`config.mk`:
```
export PLATFORM = sky130hd
export DESIGN_NAME = pixel_draw_queue_flat
export DESIGN_NICKNAME = d
export VERILOG_FILES = /design/src/rtl/pixel_draw_queue_if.sv /design/src/rtl/pixel_draw_queue.sv /design/src/flat_wrapper.sv
export SDC_FILE = /design/constraint.sdc
export NUM_CORES = 1
export LEC_CHECK = 0
export CAP_MARGIN = 30
export CORE_MARGIN = 10
export CORE_UTILIZATION = 55
export DETAILED_ROUTE_END_ITERATION = 6
export GPL_ROUTABILITY_DRIVEN = 1
export PLACE_DENSITY = 0.74
export SLEW_MARGIN = 20
export SYNTH_ARGS = -nofsm -noshare
export SYNTH_HDL_FRONTEND = slang
export SYNTH_SLANG_ARGS = --single-unit
export TNS_END_PERCENT = 5
```
`constraint.sdc`:
```
create_clock -name clk -period 6.82 [get_ports clk]
set_input_delay 1.705 -clock clk [delete_from_list [all_inputs] [get_ports clk]]
set_output_delay 1.705 -clock clk [all_outputs]
set_load 0.1 [all_outputs]
```
`src/rtl/pixel_draw_queue_if.sv`:
```
// Command bus into pixel_draw_queue: one pixel or one rectangle fill per accepted beat.
// A beat transfers on a rising clk edge where cmd_valid & cmd_ready; fields must stay stable while valid is high and not yet accepted.
interface pixel_draw_queue_if;
   logic       cmd_valid;
   logic       cmd_ready;
   logic       cmd_fill;
   logic [7:0] cmd_x0;
   logic [6:0] cmd_y0;
   logic [7:0] cmd_x1;
   logic [6:0] cmd_y1;
   logic [2:0] cmd_colour;

   modport master (
      output cmd_valid, cmd_fill, cmd_x0, cmd_y0, cmd_x1, cmd_y1, cmd_colour,
      input  cmd_ready
   );

   modport slave (
      input  cmd_valid, cmd_fill, cmd_x0, cmd_y0, cmd_x1, cmd_y1, cmd_colour,
      output cmd_ready
   );
endinterface

```
`src/rtl/pixel_draw_queue.sv`:
```
// Command FIFO plus raster engine feeding vga_adapter one pixel per cycle.
// Pixel and fill commands are queued, then expanded into x/y/colour/plot writes with clipping.
module pixel_draw_queue #(
   parameter int DEPTH    = 8,
   parameter int ADDR_W   = 3,
   parameter int SCREEN_W = 160,
   parameter int SCREEN_H = 120
) (
   input  logic                 clk,
   input  logic                 resetn,
   pixel_draw_queue_if.slave    cmd,
   output logic [7:0]           x_out,
   output logic [6:0]           y_out,
   output logic [2:0]           colour,
   output logic                 plot,
   output logic                 busy,
   output logic [1:0]           o_dbg_state,
   output logic [ADDR_W:0]      o_dbg_count
);

   typedef struct packed {
      logic       fill;
      logic [7:0] x0;
      logic [6:0] y0;
      logic [7:0] x1;
      logic [6:0] y1;
      logic [2:0] colour;
   } cmd_t;

   typedef enum logic [1:0] {
      S_IDLE  = 2'd0,
      S_PIXEL = 2'd1,
      S_FILL  = 2'd2
   } state_t;

   localparam logic [ADDR_W:0] L_DEPTH = (ADDR_W + 1)'(DEPTH);

   cmd_t              r_mem [DEPTH];
   logic [ADDR_W-1:0] r_wr_ptr;
   logic [ADDR_W-1:0] r_rd_ptr;
   logic [ADDR_W:0]   r_count;

   state_t            r_state;
   logic [7:0]        r_cur_x;
   logic [6:0]        r_cur_y;
   logic [7:0]        r_x0;
   logic [7:0]        r_x1;
   logic [6:0]        r_y1;
   logic [2:0]        r_col;
   logic              r_degen;

   logic [7:0]        r_x_out;
   logic [6:0]        r_y_out;
   logic [2:0]        r_col_out;
   logic              r_plot;

   cmd_t              w_in;
   cmd_t              w_head;
   logic              w_ready;
   logic              w_push;
   logic              w_pop;
   logic              w_row_end;
   logic              w_last;
   logic              w_done;
   logic              w_on;
   logic              w_emit;

   assign w_in = {cmd.cmd_fill, cmd.cmd_x0, cmd.cmd_y0, cmd.cmd_x1, cmd.cmd_y1, cmd.cmd_colour};
   assign w_head = r_mem[r_rd_ptr];

   assign w_ready = (r_count < L_DEPTH);
   assign w_push  = cmd.cmd_valid & w_ready;

   // The engine finishes a command this edge, so it may take the next head in the same edge.
   assign w_row_end = (r_cur_x == r_x1);
   assign w_last    = r_degen | (w_row_end & (r_cur_y == r_y1));
   assign w_done    = (r_state == S_IDLE) | (r_state == S_PIXEL) | ((r_state == S_FILL) & w_last);
   assign w_pop     = (r_count != '0) & w_done;

   // Widened compares so off-screen coordinates never alias back on-screen.
   assign w_on   = ({1'b0, r_cur_x} < 9'(SCREEN_W)) & ({1'b0, r_cur_y} < 8'(SCREEN_H));
   assign w_emit = (r_state != S_IDLE) & ~r_degen & w_on;

   always_ff @(posedge clk) begin
      if (resetn && w_push) begin
         r_mem[r_wr_ptr] <= w_in;
      end
   end

   always_ff @(posedge clk) begin
      if (!resetn) begin
         r_wr_ptr <= '0;
         r_rd_ptr <= '0;
         r_count  <= '0;
      end else begin
         if (w_push) begin
            r_wr_ptr <= r_wr_ptr + 1'b1;
         end
         if (w_pop) begin
            r_rd_ptr <= r_rd_ptr + 1'b1;
         end
         case ({w_push, w_pop})
            2'b10:   r_count <= r_count + 1'b1;
            2'b01:   r_count <= r_count - 1'b1;
            default: r_count <= r_count;
         endcase
      end
   end

   always_ff @(posedge clk) begin
      if (!resetn) begin
         r_state   <= S_IDLE;
         r_cur_x   <= '0;
         r_cur_y   <= '0;
         r_x0      <= '0;
         r_x1      <= '0;
         r_y1      <= '0;
         r_col     <= '0;
         r_degen   <= 1'b0;
         r_x_out   <= '0;
         r_y_out   <= '0;
         r_col_out <= '0;
         r_plot    <= 1'b0;
      end else begin
         r_plot <= 1'b0;
         if (w_emit) begin
            r_plot    <= 1'b1;
            r_x_out   <= r_cur_x;
            r_y_out   <= r_cur_y;
            r_col_out <= r_col;
         end

         if ((r_state == S_FILL) && !w_last) begin
            if (w_row_end) begin
               r_cur_x <= r_x0;
               r_cur_y <= r_cur_y + 1'b1;
            end else begin
               r_cur_x <= r_cur_x + 1'b1;
            end
         end

         if (w_pop) begin
            r_cur_x <= w_head.x0;
            r_cur_y <= w_head.y0;
            r_x0    <= w_head.x0;
            r_x1    <= w_head.x1;
            r_y1    <= w_head.y1;
            r_col   <= w_head.colour;
            // An empty rectangle still spends one cycle in FILL, emitting nothing.
            r_degen <= w_head.fill & ((w_head.x1 < w_head.x0) | (w_head.y1 < w_head.y0));
            r_state <= w_head.fill ? S_FILL : S_PIXEL;
         end else if (w_done) begin
            r_degen <= 1'b0;
            r_state <= S_IDLE;
         end
      end
   end

   assign cmd.cmd_ready = w_ready;
   assign x_out         = r_x_out;
   assign y_out         = r_y_out;
   assign colour        = r_col_out;
   assign plot          = r_plot;
   assign busy          = (r_count != '0) | (r_state != S_IDLE);
   assign o_dbg_state   = r_state;
   assign o_dbg_count   = r_count;

endmodule

```
`src/flat_wrapper.sv`:
```
// flat-port wrapper written by rule: the top's interface ports become plain ports
module pixel_draw_queue_flat 
#(
   parameter int DEPTH    = 8,
   parameter int ADDR_W   = 3,
   parameter int SCREEN_W = 160,
   parameter int SCREEN_H = 120
)
  (clk, resetn, x_out, y_out, colour, plot, busy, o_dbg_state, o_dbg_count, cmd_cmd_valid, cmd_cmd_fill, cmd_cmd_x0, cmd_cmd_y0, cmd_cmd_x1, cmd_cmd_y1, cmd_cmd_colour, cmd_cmd_ready);
  pixel_draw_queue_if cmd_i ();
  input  logic clk;
  input  logic resetn;
  output logic [7:0] x_out;
  output logic [6:0] y_out;
  output logic [2:0] colour;
  output logic plot;
  output logic busy;
  output logic [1:0] o_dbg_state;
  output logic [ADDR_W:0] o_dbg_count;
  input wire logic [$bits(cmd_i.cmd_valid)-1:0] cmd_cmd_valid;
  input wire logic [$bits(cmd_i.cmd_fill)-1:0] cmd_cmd_fill;
  input wire logic [$bits(cmd_i.cmd_x0)-1:0] cmd_cmd_x0;
  input wire logic [$bits(cmd_i.cmd_y0)-1:0] cmd_cmd_y0;
  input wire logic [$bits(cmd_i.cmd_x1)-1:0] cmd_cmd_x1;
  input wire logic [$bits(cmd_i.cmd_y1)-1:0] cmd_cmd_y1;
  input wire logic [$bits(cmd_i.cmd_colour)-1:0] cmd_cmd_colour;
  output wire logic [$bits(cmd_i.cmd_ready)-1:0] cmd_cmd_ready;
  assign cmd_i.cmd_valid = cmd_cmd_valid;
  assign cmd_i.cmd_fill = cmd_cmd_fill;
  assign cmd_i.cmd_x0 = cmd_cmd_x0;
  assign cmd_i.cmd_y0 = cmd_cmd_y0;
  assign cmd_i.cmd_x1 = cmd_cmd_x1;
  assign cmd_i.cmd_y1 = cmd_cmd_y1;
  assign cmd_i.cmd_colour = cmd_cmd_colour;
  assign cmd_cmd_ready = cmd_i.cmd_ready;
  pixel_draw_queue #(.DEPTH(DEPTH), .ADDR_W(ADDR_W), .SCREEN_W(SCREEN_W), .SCREEN_H(SCREEN_H)) u_core (.clk(clk), .resetn(resetn), .cmd(cmd_i), .x_out(x_out), .y_out(y_out), .colour(colour), .plot(plot), .busy(busy), .o_dbg_state(o_dbg_state), .o_dbg_count(o_dbg_count));
endmodule
```
# Yosys cells after proc, flatten, opt, wreduce, memory -nomap -nowiden
# Memories as Yosys holds them, arrays and structs flattened. A register that Yosys moved wholly into a read port is not among the register bits.
# Cells that the tools add are included.
[totals] ram_bits=272 reg_bits=73 mem_count=1 output_inout_bits=27 word_cells=75 inputBits=37
[op_classes] reduce_logical=11 bitwise_logic=14 n_addsub=6 magnitude_cmp=5 eq_ne=6 mux=17
[mem_list] memory="u_core.r_mem" words=8 word_bits=34 rd=1 rd_clocked_by_memory_dff=1 write_ports=1 line="pixel_draw_queue.sv:38" source="cmd_t r_mem [DEPTH];"
[ops] cell="$mux W8" count=3
[ops] cell="$mux W7" count=3
[ops] cell="$reduce_bool A2 Y1" count=5
[ops] cell="$add A8 B1 Y8 const B" count=1
[ops] cell="$and A1 B1 Y1" count=8
[ops] cell="$eq A8 B8 Y1" count=1
[ops] cell="$lt A8 B8 Y1" count=1
[ops] cell="$lt A8 B8 Y1 const B" count=1
[ops] cell="$pmux W4 S2" count=1
[ops] cell="$add A7 B1 Y7 const B" count=1
[ops] cell="$eq A7 B7 Y1" count=1
[ops] cell="$lt A7 B7 Y1" count=1
[ops] cell="$lt A7 B7 Y1 const B" count=1
[ops] cell="$add A3 B1 Y3 const B" count=2
[ops] cell="$mux W2" count=3
[ops] cell="$mux W3" count=2
[ops] cell="$mux W1" count=5
[ops] cell="$or A1 B1 Y1" count=5
[ops] cell="$add A4 B1 Y4 const B" count=1
[ops] cell="$eq A2 B1 Y1 const B" count=2
[ops] cell="$eq A2 B2 Y1 const B" count=2
[ops] cell="$lt A4 B4 Y1 const B" count=1
[ops] cell="$reduce_bool A4 Y1" count=1
[ops] cell="$sub A4 B1 Y4 const B" count=1
[ops] cell="5 further kinds" count=6

# Depth between registers and ports, before layout
[logic_depth] depth_word=8 depth_mapped=16 mapped_depth_nobuf=12

# Least setup slack after synthesis
# Ideal clock, no wire load.
[synth_path] kind="in2reg" from="input cmd_cmd_valid" to="memory u_core.r_mem[0][0] (netlist name), enable pin" n_path_buf=0 path_stages=4 setup_time_ns=0.468 slack_ns=1.511 arrival_ns=4.841 path_cell_list="nor2b_1 -> inv_1 -> or3_1 -> nor3_1"
[synth_between] elab_chain_len=4
[synth_lines] item="start, declared" line="flat_wrapper.sv:20" source="input wire logic [$bits(cmd_i.cmd_valid)-1:0] cmd_cmd_valid;"
[synth_lines] item="$and A1 B1 Y1" line="pixel_draw_queue.sv:72" source="assign w_push = cmd.cmd_valid & w_ready;"
[synth_lines] item="$logic_and A1 B1 Y1" line="pixel_draw_queue.sv:85" source="if (resetn && w_push) begin"
[synth_lines] item="$mux W1" line="pixel_draw_queue.sv:85"
[synth_lines] item="$mux W1 (not written as such)" line="pixel_draw_queue.sv:86" source="r_mem[r_wr_ptr] <= w_in;"
[synth_lines] item="end, declared" line="pixel_draw_queue.sv:38"
# Every way passes these cells.

# Worst setup path after layout
[layout_path] from="register u_core.r_count[1] (netlist: u_core.o_dbg_count[1])" to="output busy"
[layout_between] elab_chain_len=2
[layout_lines] item="start, declared" line="pixel_draw_queue.sv:41" source="logic [ADDR_W:0] r_count;"
[layout_lines] item="start signal, assigned" line="pixel_draw_queue.sv:103" source="2'b10: r_count <= r_count + 1'b1;"
[layout_lines] item="start signal, assigned" line="pixel_draw_queue.sv:104" source="2'b01: r_count <= r_count - 1'b1;"
[layout_lines] item="start signal, assigned" line="pixel_draw_queue.sv:105" source="default: r_count <= r_count;"
[layout_lines] item="$reduce_bool A4 Y1" line="pixel_draw_queue.sv:164" source="assign busy = (r_count != '0) | (r_state != S_IDLE);"
[layout_lines] item="$or A1 B1 Y1" line="pixel_draw_queue.sv:164"
[layout_lines] item="end, declared" line="flat_wrapper.sv:17" source="output logic busy;"
# Every way passes these cells.

==> results.sh <==
export IMPL_reg2regPathDepth=8
export IMPL_final_common_cell="edfxtp_1"
export IMPL_clock_sinks=348
export IMPL_synth_top_cell_area_share=0.583
export IMPL_worstHoldEndpoint="u_core.y_out[0]$_SDFFE_PN0P_"
export IMPL_drive_above_1_share=0.190
export IMPL_place_hpwl_mm=17.7
export IMPL_io_pins=64
export IMPL_synth_nets=912
export IMPL_synth_seq_cells=348
export IMPL_portBuffers=63
export IMPL_syn2layout_area_growth_pct=16.1
export IMPL_die_w_um=180
export IMPL_ys_seq_area_frac=0.692
export IMPL_startpoint="u_core.o_dbg_count[1]$_SDFFE_PN0P_"
export IMPL_hold_path_cell_count=2
export IMPL_dp_slack_ns=2.30
export IMPL_placed_cells=1218
export IMPL_reg2reg_slack_ns=2.95
export IMPL_htree_levels=2
export IMPL_detail_route_wl_per_cell_um=22.1
export IMPL_initial_core_util=0.558
export IMPL_setup_viol=0
export IMPL_dieArea_um2=32300
export IMPL_critical_path_class="flop to output pin"
export IMPL_critPathArrivalTime_ns=2.59
export IMPL_track_usage=0.174
export IMPL_hold_viol_final=0
export IMPL_min_from="u_core.y_out[0]$_SDFFE_PN0P_"
export IMPL_max_freq_ghz=0.233
export IMPL_r2r_end="u_core.r_degen$_SDFFE_PN0P_"
export IMPL_p_leak_nw=5.23
export IMPL_period_needed_ns=4.30
export IMPL_synth_cell_type_count=54
export IMPL_crit_path_start_kind="flop"
export IMPL_crit_path_end_kind="output pin"
export IMPL_cts_resized=0
export IMPL_insertion_delay_ns=0.52
export IMPL_synth_cells=855
export IMPL_rsz0062_at_grt="false"
export IMPL_cts_root_buf="clkbuf_16"
export IMPL_ctsHoldBuffers=0
export IMPL_drtIter0Drc=723
export IMPL_maxSlewViolCount=0
export IMPL_drtPass1Iterations=5
export IMPL_vias=7589
export IMPL_cts_tree="built"
export IMPL_status="finished, final reports clean"
export IMPL_slew_headroom=0.348
export IMPL_synth_warnings=0
export IMPL_post_cts_buffers=0
export IMPL_yosysTopAreaCell="edfxtp_1"
export IMPL_num_antenna_cells=0
export IMPL_worst_pin_slew_ns=0.974
export IMPL_rows=58
export IMPL_finalNonFillerCells=1282
export IMPL_cts_buffers=36
export IMPL_drc=0
export IMPL_synthArstFlopShare=0
export IMPL_grt_pass1_vias=7680
export IMPL_antenna_found_initial=0
export IMPL_die_h_um=180
export IMPL_fin_ws_ns=2.52
export IMPL_layout_common_cells="edfxtp_1 (272), dfxtp_1 (73), mux4_2 (68)"
export IMPL_syn_area_per_cell_um2=16.4
export IMPL_p_per_area_nw_per_um2=437
export IMPL_synth_edf_count=272
export IMPL_core_area_um2=25100
export IMPL_grt_max_degree=66
export IMPL_gr_total_overflow=0
export IMPL_hold_path_class="flop to flop"
export IMPL_ir_worst_vdd_v=0.000428
export IMPL_synth_main_ff_cell="edfxtp_1"
export IMPL_post_route_util=0.648
export IMPL_synthTopCellsByArea="edfxtp_1 (58%), mux4_2 (11%), dfxtp_1 (11%)"
export IMPL_clkTransAtPathRegs_ns=0.06
export IMPL_gp_congestion=0.881
export IMPL_syn_cell_area_um2=14000
export IMPL_fin_tns_setup_ns=0
export IMPL_ant_nets=0
export IMPL_maxCapViolations=0
export IMPL_required_ns=5.12
export IMPL_totalWireLength_mm=28.3
export IMPL_path_max_fanout=8
export IMPL_nets=983
export IMPL_fin_crit_sh=0.630
export IMPL_via_per_inst=5.92
export IMPL_cts_buffer_depth=3
export IMPL_skew_ns=0.0207
export IMPL_grt_pass1_wl_mm=45.0
-- metrics by stage --
step	total power [mW]	area (µm²)	hold slack [ns]
4_1_cts	7.15	16300	0.456
3_3_place_gp	5.11	15000	0.443
3_5_place_dp	5.17	15100	0.448
5_1_grt	7.47	16300	0.468
2_1_floorplan	4.61	14000	0.432
6_report	7.11	16300	0.452
-- critical path, cell delays in order (launching register included) --
cell and delay (ns):
dfxtp_1 0.38, nor4_1 0.60, nand2_1 0.10, clkdlybuf4s50_1 1.00
-- per-layer routing --
layer  vias to the layer above  global-route usage  routed length (µm)
li1                       3490                   -                   -
met1                      3840               0.233               12400
met2                       216               0.285               13700
met3                        43              0.0321                1640
met4                         0              0.0519                 610
met5                         -                   0                   0
-- sequential cells by signal, summed over array words and instances (netlist names), named ones only --
| name | cells |
|---|---|
| u_core.r_mem | 272 |
| u_core.r_cur_x | 8 |
| u_core.r_x0 | 8 |
| u_core.r_x1 | 8 |
| u_core.x_out | 8 |
| u_core.r_cur_y | 7 |
| u_core.r_y1 | 7 |
| u_core.y_out | 7 |
| u_core.o_dbg_count | 4 |
| u_core.colour | 3 |
| u_core.r_col | 3 |
| u_core.r_rd_ptr | 3 |
| u_core.r_wr_ptr | 3 |
| u_core.o_dbg_state | 2 |
| u_core.plot | 1 |
| u_core.r_degen | 1 |
-- worst max path at each step --
stage | end | slack, ns | cells past startpoint
after global routing | busy | 2.41 | 3
after global placement | u_core.r_mem[1][2]$_DFFE_PP_ | 2.36 | 6
after CTS | busy | 2.52 | 3
after floorplan | u_core.r_mem[0][0]$_DFFE_PP_ | 1.51 | 4
final | busy | 2.52 | 3
after detailed placement | u_core.r_mem[1][1]$_DFFE_PP_ | 2.30 | 6
-- synthesized netlist by cell type, types with 10 or more instances --
| library cell | count |
|---|---|
| a21oi_1 | 42 |
| nand3_1 | 14 |
| edfxtp_1 | 272 |
| xnor2_1 | 22 |
| mux2i_1 | 24 |
| dfxtp_1 | 76 |
| mux4_2 | 68 |
| mux2_2 | 14 |
| ha_1 | 20 |
| nand2_1 | 55 |
| clkbuf_1 | 25 |
| nor2_1 | 67 |
| nand2b_1 | 10 |
| nor3_2 | 10 |
| a211oi_1 | 12 |
| o21ai_0 | 11 |
| buf_2 | 13 |
-- report_power, final --
group	switching (mW)	total (mW)	internal [mW]	leakage [nW]
logic	1.48	2.37	0.889	1.56
registers	0.249	2.77	2.52	3.08
clock network	0.767	1.97	1.20	0.584
-- cells by family (layout without fill, tap and decap cells) --
| logic type | after synthesis | in the layout | share of synthesized area |
|---|---|---|---|
| AOI/OAI and AO/OA | 108 | 108 | 0.0511 |
| xor gates and xnor gates | 29 | 29 | 0.0181 |
| adders and majority gates | 20 | 20 | 0.0179 |
| buffers and inverters | 53 | 150 | 0.0187 |
| DFF | 348 | 348 | 0.692 |
| muxes | 106 | 106 | 0.138 |
| and+or+nand+nor | 191 | 191 | 0.0649 |
-- cell type report --
type | instances | area [µm²]
flip-flops and latches | 348 | 9700
fillers | 1789 | 8840
multi-input cells | 454 | 4110
clock buffers | 43 | 970
repair buffers | 80 | 818
well taps | 330 | 413
clock inverters | 21 | 234
inverters | 6 | 27.5
No activity file was read; power rests on OpenSTA's default activity.
